`src/rtl/fxp32s_normalizer_pkg.sv`:
```
// Shared constants for the fxp32 sign-magnitude normalisation path.
// The float packer imports the same package.
package fxp32s_normalizer_pkg;

   localparam int FXP32_WIDTH     = 32;
   localparam int FXP32_LZC_W     = 6;
   localparam int FXP32_FRAC_BITS = 16;
   localparam int FXP32_EXP_W     = 7;

endpackage

```
`src/rtl/fxp32s_normalizer_lzc.sv`:
```
// Combinational leading-zero counter for a 32-bit word, built as a 2/4/8/16/32 merge tree.
// count saturates at 32 for an all-zero word; all_zero flags that case.
module fxp32s_normalizer_lzc
   import fxp32s_normalizer_pkg::*;
(
   input  logic [FXP32_WIDTH-1:0] mag,
   output logic [FXP32_LZC_W-1:0] count,
   output logic                   all_zero
);

   logic [15:0] z1_s;
   logic [15:0] c1_s;
   logic [7:0]  z2_s;
   logic [1:0]  c2_s [8];
   logic [3:0]  z3_s;
   logic [2:0]  c3_s [4];
   logic [1:0]  z4_s;
   logic [3:0]  c4_s [2];
   logic        z5_s;
   logic [4:0]  c5_s;

   // Each merge: if the upper half is empty, count = half width + lower count.
   for (genvar i = 0; i < 16; i++) begin : g_l1
      assign z1_s[i] = ~(mag[2*i+1] | mag[2*i]);
      assign c1_s[i] = ~mag[2*i+1];
   end

   for (genvar i = 0; i < 8; i++) begin : g_l2
      assign z2_s[i] = z1_s[2*i+1] & z1_s[2*i];
      assign c2_s[i] = z1_s[2*i+1] ? {1'b1, c1_s[2*i]} : {1'b0, c1_s[2*i+1]};
   end

   for (genvar i = 0; i < 4; i++) begin : g_l3
      assign z3_s[i] = z2_s[2*i+1] & z2_s[2*i];
      assign c3_s[i] = z2_s[2*i+1] ? {1'b1, c2_s[2*i]} : {1'b0, c2_s[2*i+1]};
   end

   for (genvar i = 0; i < 2; i++) begin : g_l4
      assign z4_s[i] = z3_s[2*i+1] & z3_s[2*i];
      assign c4_s[i] = z3_s[2*i+1] ? {1'b1, c3_s[2*i]} : {1'b0, c3_s[2*i+1]};
   end

   assign z5_s     = z4_s[1] & z4_s[0];
   assign c5_s     = z4_s[1] ? {1'b1, c4_s[0]} : {1'b0, c4_s[1]};
   assign all_zero = z5_s;
   assign count    = z5_s ? 6'd32 : {1'b0, c5_s};

endmodule

```
`src/rtl/fxp32s_normalizer.sv`:
```
// Two-stage valid/ready normaliser: S1 captures the word with its leading-zero count,
// S2 left-justifies the magnitude and derives the signed exponent.
module fxp32s_normalizer
   import fxp32s_normalizer_pkg::*;
#(
   parameter int WIDTH     = FXP32_WIDTH,
   parameter int LZC_W     = FXP32_LZC_W,
   parameter int FRAC_BITS = FXP32_FRAC_BITS,
   parameter int EXP_W     = FXP32_EXP_W
) (
   input  logic             clk,
   input  logic             rst,
   input  logic             in_valid,
   output logic             in_ready,
   input  logic             in_sign,
   input  logic [WIDTH-1:0] in_mag,
   output logic             out_valid,
   input  logic             out_ready,
   output logic             out_sign,
   output logic [WIDTH-1:0] out_mant,
   output logic [LZC_W-1:0] out_lzc,
   output logic [EXP_W-1:0] out_exp,
   output logic             out_zero
);

   localparam logic [EXP_W-1:0] EXP_OFFSET = EXP_W'(WIDTH - 1 - FRAC_BITS);

   logic             v1_r;
   logic             v2_r;
   logic             rdy1_s;
   logic             rdy2_s;
   logic             sign1_r;
   logic [WIDTH-1:0] mag1_r;
   logic [LZC_W-1:0] lzc1_r;
   logic             zero1_r;
   logic [LZC_W-1:0] lzc_s;
   logic             zero_s;
   logic [WIDTH-1:0] sh0_s;
   logic [WIDTH-1:0] sh1_s;
   logic [WIDTH-1:0] sh2_s;
   logic [WIDTH-1:0] sh3_s;
   logic [WIDTH-1:0] sh4_s;
   logic [EXP_W-1:0] exp_s;

   fxp32s_normalizer_lzc u_lzc (
      .mag      (in_mag),
      .count    (lzc_s),
      .all_zero (zero_s)
   );

   assign rdy2_s    = ~v2_r | out_ready;
   assign rdy1_s    = ~v1_r | rdy2_s;
   assign in_ready  = rdy1_s;
   assign out_valid = v2_r;

   // A zero magnitude shifts to zero regardless of lzc bit 5, so five stages suffice.
   assign sh0_s = lzc1_r[0] ? {mag1_r[WIDTH-2:0], 1'b0}     : mag1_r;
   assign sh1_s = lzc1_r[1] ? {sh0_s[WIDTH-3:0], 2'b00}     : sh0_s;
   assign sh2_s = lzc1_r[2] ? {sh1_s[WIDTH-5:0], 4'h0}      : sh1_s;
   assign sh3_s = lzc1_r[3] ? {sh2_s[WIDTH-9:0], 8'h00}     : sh2_s;
   assign sh4_s = lzc1_r[4] ? {sh3_s[WIDTH-17:0], 16'h0000} : sh3_s;

   // Exponent in EXP_W-bit two's complement; zero words report exponent 0.
   always_comb begin
      exp_s = {EXP_W{1'b0}};
      if (zero1_r) begin
         exp_s = {EXP_W{1'b0}};
      end else begin
         exp_s = EXP_OFFSET - EXP_W'(lzc1_r);
      end
   end

   // Stage 1: valid flag plus captured operand and its leading-zero count.
   always_ff @(posedge clk or posedge rst) begin
      if (rst) begin
         v1_r    <= 1'b0;
         sign1_r <= 1'b0;
         mag1_r  <= {WIDTH{1'b0}};
         lzc1_r  <= {LZC_W{1'b0}};
         zero1_r <= 1'b0;
      end else if (rdy1_s) begin
         v1_r <= in_valid;
         if (in_valid) begin
            sign1_r <= in_sign;
            mag1_r  <= in_mag;
            lzc1_r  <= lzc_s;
            zero1_r <= zero_s;
         end
      end
   end

   // Stage 2: registered outputs; held while the downstream stalls.
   always_ff @(posedge clk or posedge rst) begin
      if (rst) begin
         v2_r     <= 1'b0;
         out_sign <= 1'b0;
         out_mant <= {WIDTH{1'b0}};
         out_lzc  <= {LZC_W{1'b0}};
         out_exp  <= {EXP_W{1'b0}};
         out_zero <= 1'b0;
      end else if (rdy2_s) begin
         v2_r <= v1_r;
         if (v1_r) begin
            out_sign <= sign1_r & ~zero1_r;
            out_mant <= sh4_s;
            out_lzc  <= lzc1_r;
            out_exp  <= exp_s;
            out_zero <= zero1_r;
         end
      end
   end

endmodule

```
`config.mk`:
```
export PLATFORM = sky130hd
export DESIGN_NAME = fxp32s_normalizer
export DESIGN_NICKNAME = d
export VERILOG_FILES = /design/src/rtl/fxp32s_normalizer_pkg.sv /design/src/rtl/fxp32s_normalizer_lzc.sv /design/src/rtl/fxp32s_normalizer.sv
export SDC_FILE = /design/constraint.sdc
export NUM_CORES = 1
export LEC_CHECK = 0
export ABC_CLOCK_PERIOD_IN_PS = 3240
export CORE_UTILIZATION = 58
export CTS_CLUSTER_DIAMETER = 120
export CTS_CLUSTER_SIZE = 20
export DETAILED_ROUTE_END_ITERATION = 16
export DONT_BUFFER_PORTS = 1
export GPL_TIMING_DRIVEN = 1
export PLACE_DENSITY_LB_ADDON = 0.12
export RECOVER_POWER = 100
export REMOVE_ABC_BUFFERS = 1
export SLEW_MARGIN = 20
export SYNTH_ARGS = -nofsm -noshare
export SYNTH_HDL_FRONTEND = slang
export SYNTH_HIERARCHICAL = 1
export SYNTH_SLANG_ARGS = --single-unit
```
`constraint.sdc`:
```
create_clock -name clk -period 3.24 [get_ports clk]
set_clock_uncertainty 0.15 [all_clocks]
set_input_delay 0.648 -clock clk [delete_from_list [all_inputs] [get_ports clk]]
set_output_delay 0.648 -clock clk [all_outputs]
set_load 0.03 [all_outputs]
```
==> impl_metrics.yaml <==
status:
  outcome: "completed"
sta:
  tns_ps: 0
  hold_violations: 0
  finalCritPeriodShare: 0.832
  max_clock_freq_mhz: 371
  slew_viol_final: 0
  rsz0062_at_grt: "false"
  max_slew.worst_pin.slew_ps: 1410
  slew_headroom: 0.0570
  setup_violations: 0
  min_period_ps: 2690
clock_network:
  clk_path_buf_depth: 2
  htree_levels: 3
  cts-resized-gates: 0
  cts_tree: "done"
  cts_setup_buffers: 0
  clock_latency_ps: 370
  cts_inserted_buffers: 9
  ctsHoldBuffers: 0
  clock_sinks: 89
  clkSlewWorstSetupHoldPaths_ps: 100
  root_buffer: "clkbuf_8"
die:
  start_util: 0.600
  dieArea_mm2: 0.00940
  dieWidth_um: 96.9
  coreArea_mm2: 0.00872
  die_h_um: 96.9
  num_rows: 34
  io_pins: 86
job:
  drv_cap: 0
synthesis:
  yosys_most_used_dff: "dfrtp_1"
  synthCells: 470
  ys_warn_count: 6
  postSynthAreaPerCell_um2: 11.1
  synth_enable_flop_cells: 0
  yosys.area.top_type: "dfrtp_1"
  syn_area_mm2: 0.00523
  synth.distinct_cells: 53
  seq_area_frac_synth: 0.426
  synth_top_area_share: 0.426
  async_reset_ff_frac: 1.00
  synth.area.top_cells: "dfrtp_1, mux2_2, mux2i_1"
  ys_ff_latch: 89
final_layout:
  layout_commonest_cell: "dfrtp_1"
  instances_no_fill: 576
  nets: 501
  drive_above_1_share: 0.216
  final_cell_mix: "dfrtp_1, nand2_1, mux2_2, mux2i_1"
  n_antenna_cell: 0
  area_growth_pct: 6.75
  utilization: 0.640
grt:
  grt-ovfl-total: 0
  grt_max_degree: 59
  grt.total_usage: 0.276
  first_global_vias: 3718
  grt_pass1_wl_um: 20300
  antenna_found_initial: 0
detailed_routing:
  ant_nets: 0
  viasPerCell: 6.67
  wire_per_inst_um: 21.6
  route.detailed.drc: 0
  dr.pass1.iters: 5
  routed_wl_um: 12400
  drt_iter0_drc: 214
  via_count: 3841
placed_design:
  portBuffers: 0
  dp_cells: 560
  dp_hpwl_um: 9170
  globalplace.congestion: 0.931
power_and_ir_drop:
  power_density_mw_per_mm2: 663
  p_leak_uw: 0.00243
  power_uw: 3700
  ir_worst_vdd_mv: 0.295
worst_setup_path:
  required_ps: 3340
  cp_max_fo: 25
  worst_setup_path_start_kind: "flip-flop"
  crit_type: "flip-flop to flip-flop"
  critPathCaptureType: "flip-flop"
  crit_arrival_ps: 2800
min_path:
  hp-class: "input port to flip-flop"
[stage by stage]
step	setup WS (ps)	cell area, um^2	hold WS [ps]
after floorplan	135	5040	326
after global placement	802	5320	339
after detailed placement	749	5320	351
after CTS	742	5590	49.8
after global routing	407	5580	226
final	545	5580	234
[worst paths after layout]
check	startpoint	end	slack (ps)	cells after the start
worst max-delay path	lzc1_r[0]	out_mant[27]	550	5
worst min-delay path	in_valid	v1_r	230	1
worst max register to register	lzc1_r[0]	out_mant[27]	550	5
worst min register to register	mag1_r[31]	mag1_r[31]	370	1
max in group asynchronous	rst	lzc1_r[0]	1720	2
min in group asynchronous	rst	out_mant[6]	320	1
[report_power, final]
part | leakage, uW | switching (uW) | internal, uW
sequential | 0.00109 | 492 | 1310
clock | 0.000135 | 429 | 599
combinational | 0.00121 | 440 | 426
total | 0.00243 | 1360 | 2340
[metal layers]
| metal | wire length (um) | track usage | up-vias |
|---|---|---|---|
| met3 | 675 | 0.0600 | 20 |
| met5 | 0 | 0 | - |
| met2 | 5700 | 0.407 | 136 |
| met4 | 272 | 0.0976 | 0 |
| met1 | 5790 | 0.404 | 1927 |
| li1 | - | - | 1758 |
[worst max-delay path: stages, from the launching register on]
cell and delay [ps]:
dfrtp_2 750, clkbuf_1 490, mux4_2 600, mux2i_1 180
o22ai_1 130, a2111o_1 290
[cell type report]
cell class                      instances  area [um^2]
Fill cell                             684         3140
Timing Repair Buffer                   14          126
Clock buffer                            9          124
Sequential cell                        89         2230
Clock inverter                          7          146
Tap cell                              108          135
Inverter                               12         46.3
Multi-Input combinational cell        337         2780
[cell usage after synthesis (all sizes together), types with 4 or more instances]
cell type	n
nor4	8
clkbuf	16
mux2	49
mux2i	40
nor2b	5
nor2	24
o31ai	8
o22ai	7
inv	10
dfrtp	89
buf	16
mux4	21
a22oi	7
a2bb2oi	4
nor3	14
a22o	8
nand2b	6
nand2	52
o21ai	25
a21oi	17
nand3	8
[flip-flops by register name (all words and copies together), names as in the netlist]
name / cells
v1_r: 1
out_lzc: 6
zero1_r: 1
mag1_r: 32
out_mant: 32
sign1_r: 1
lzc1_r: 6
out_zero: 1
out_exp: 7
out_valid: 1
out_sign: 1
[logic make-up after synthesis]
kind of cell | after synthesis | synth area share
compound gates | 97 | 0.126
fa+ha+maj | 1 | 0.00239
buf+inv | 44 | 0.0438
flops | 89 | 0.426
mux | 110 | 0.279
simple gates | 129 | 0.123
Note: power is estimated with default switching activity, not from simulation.
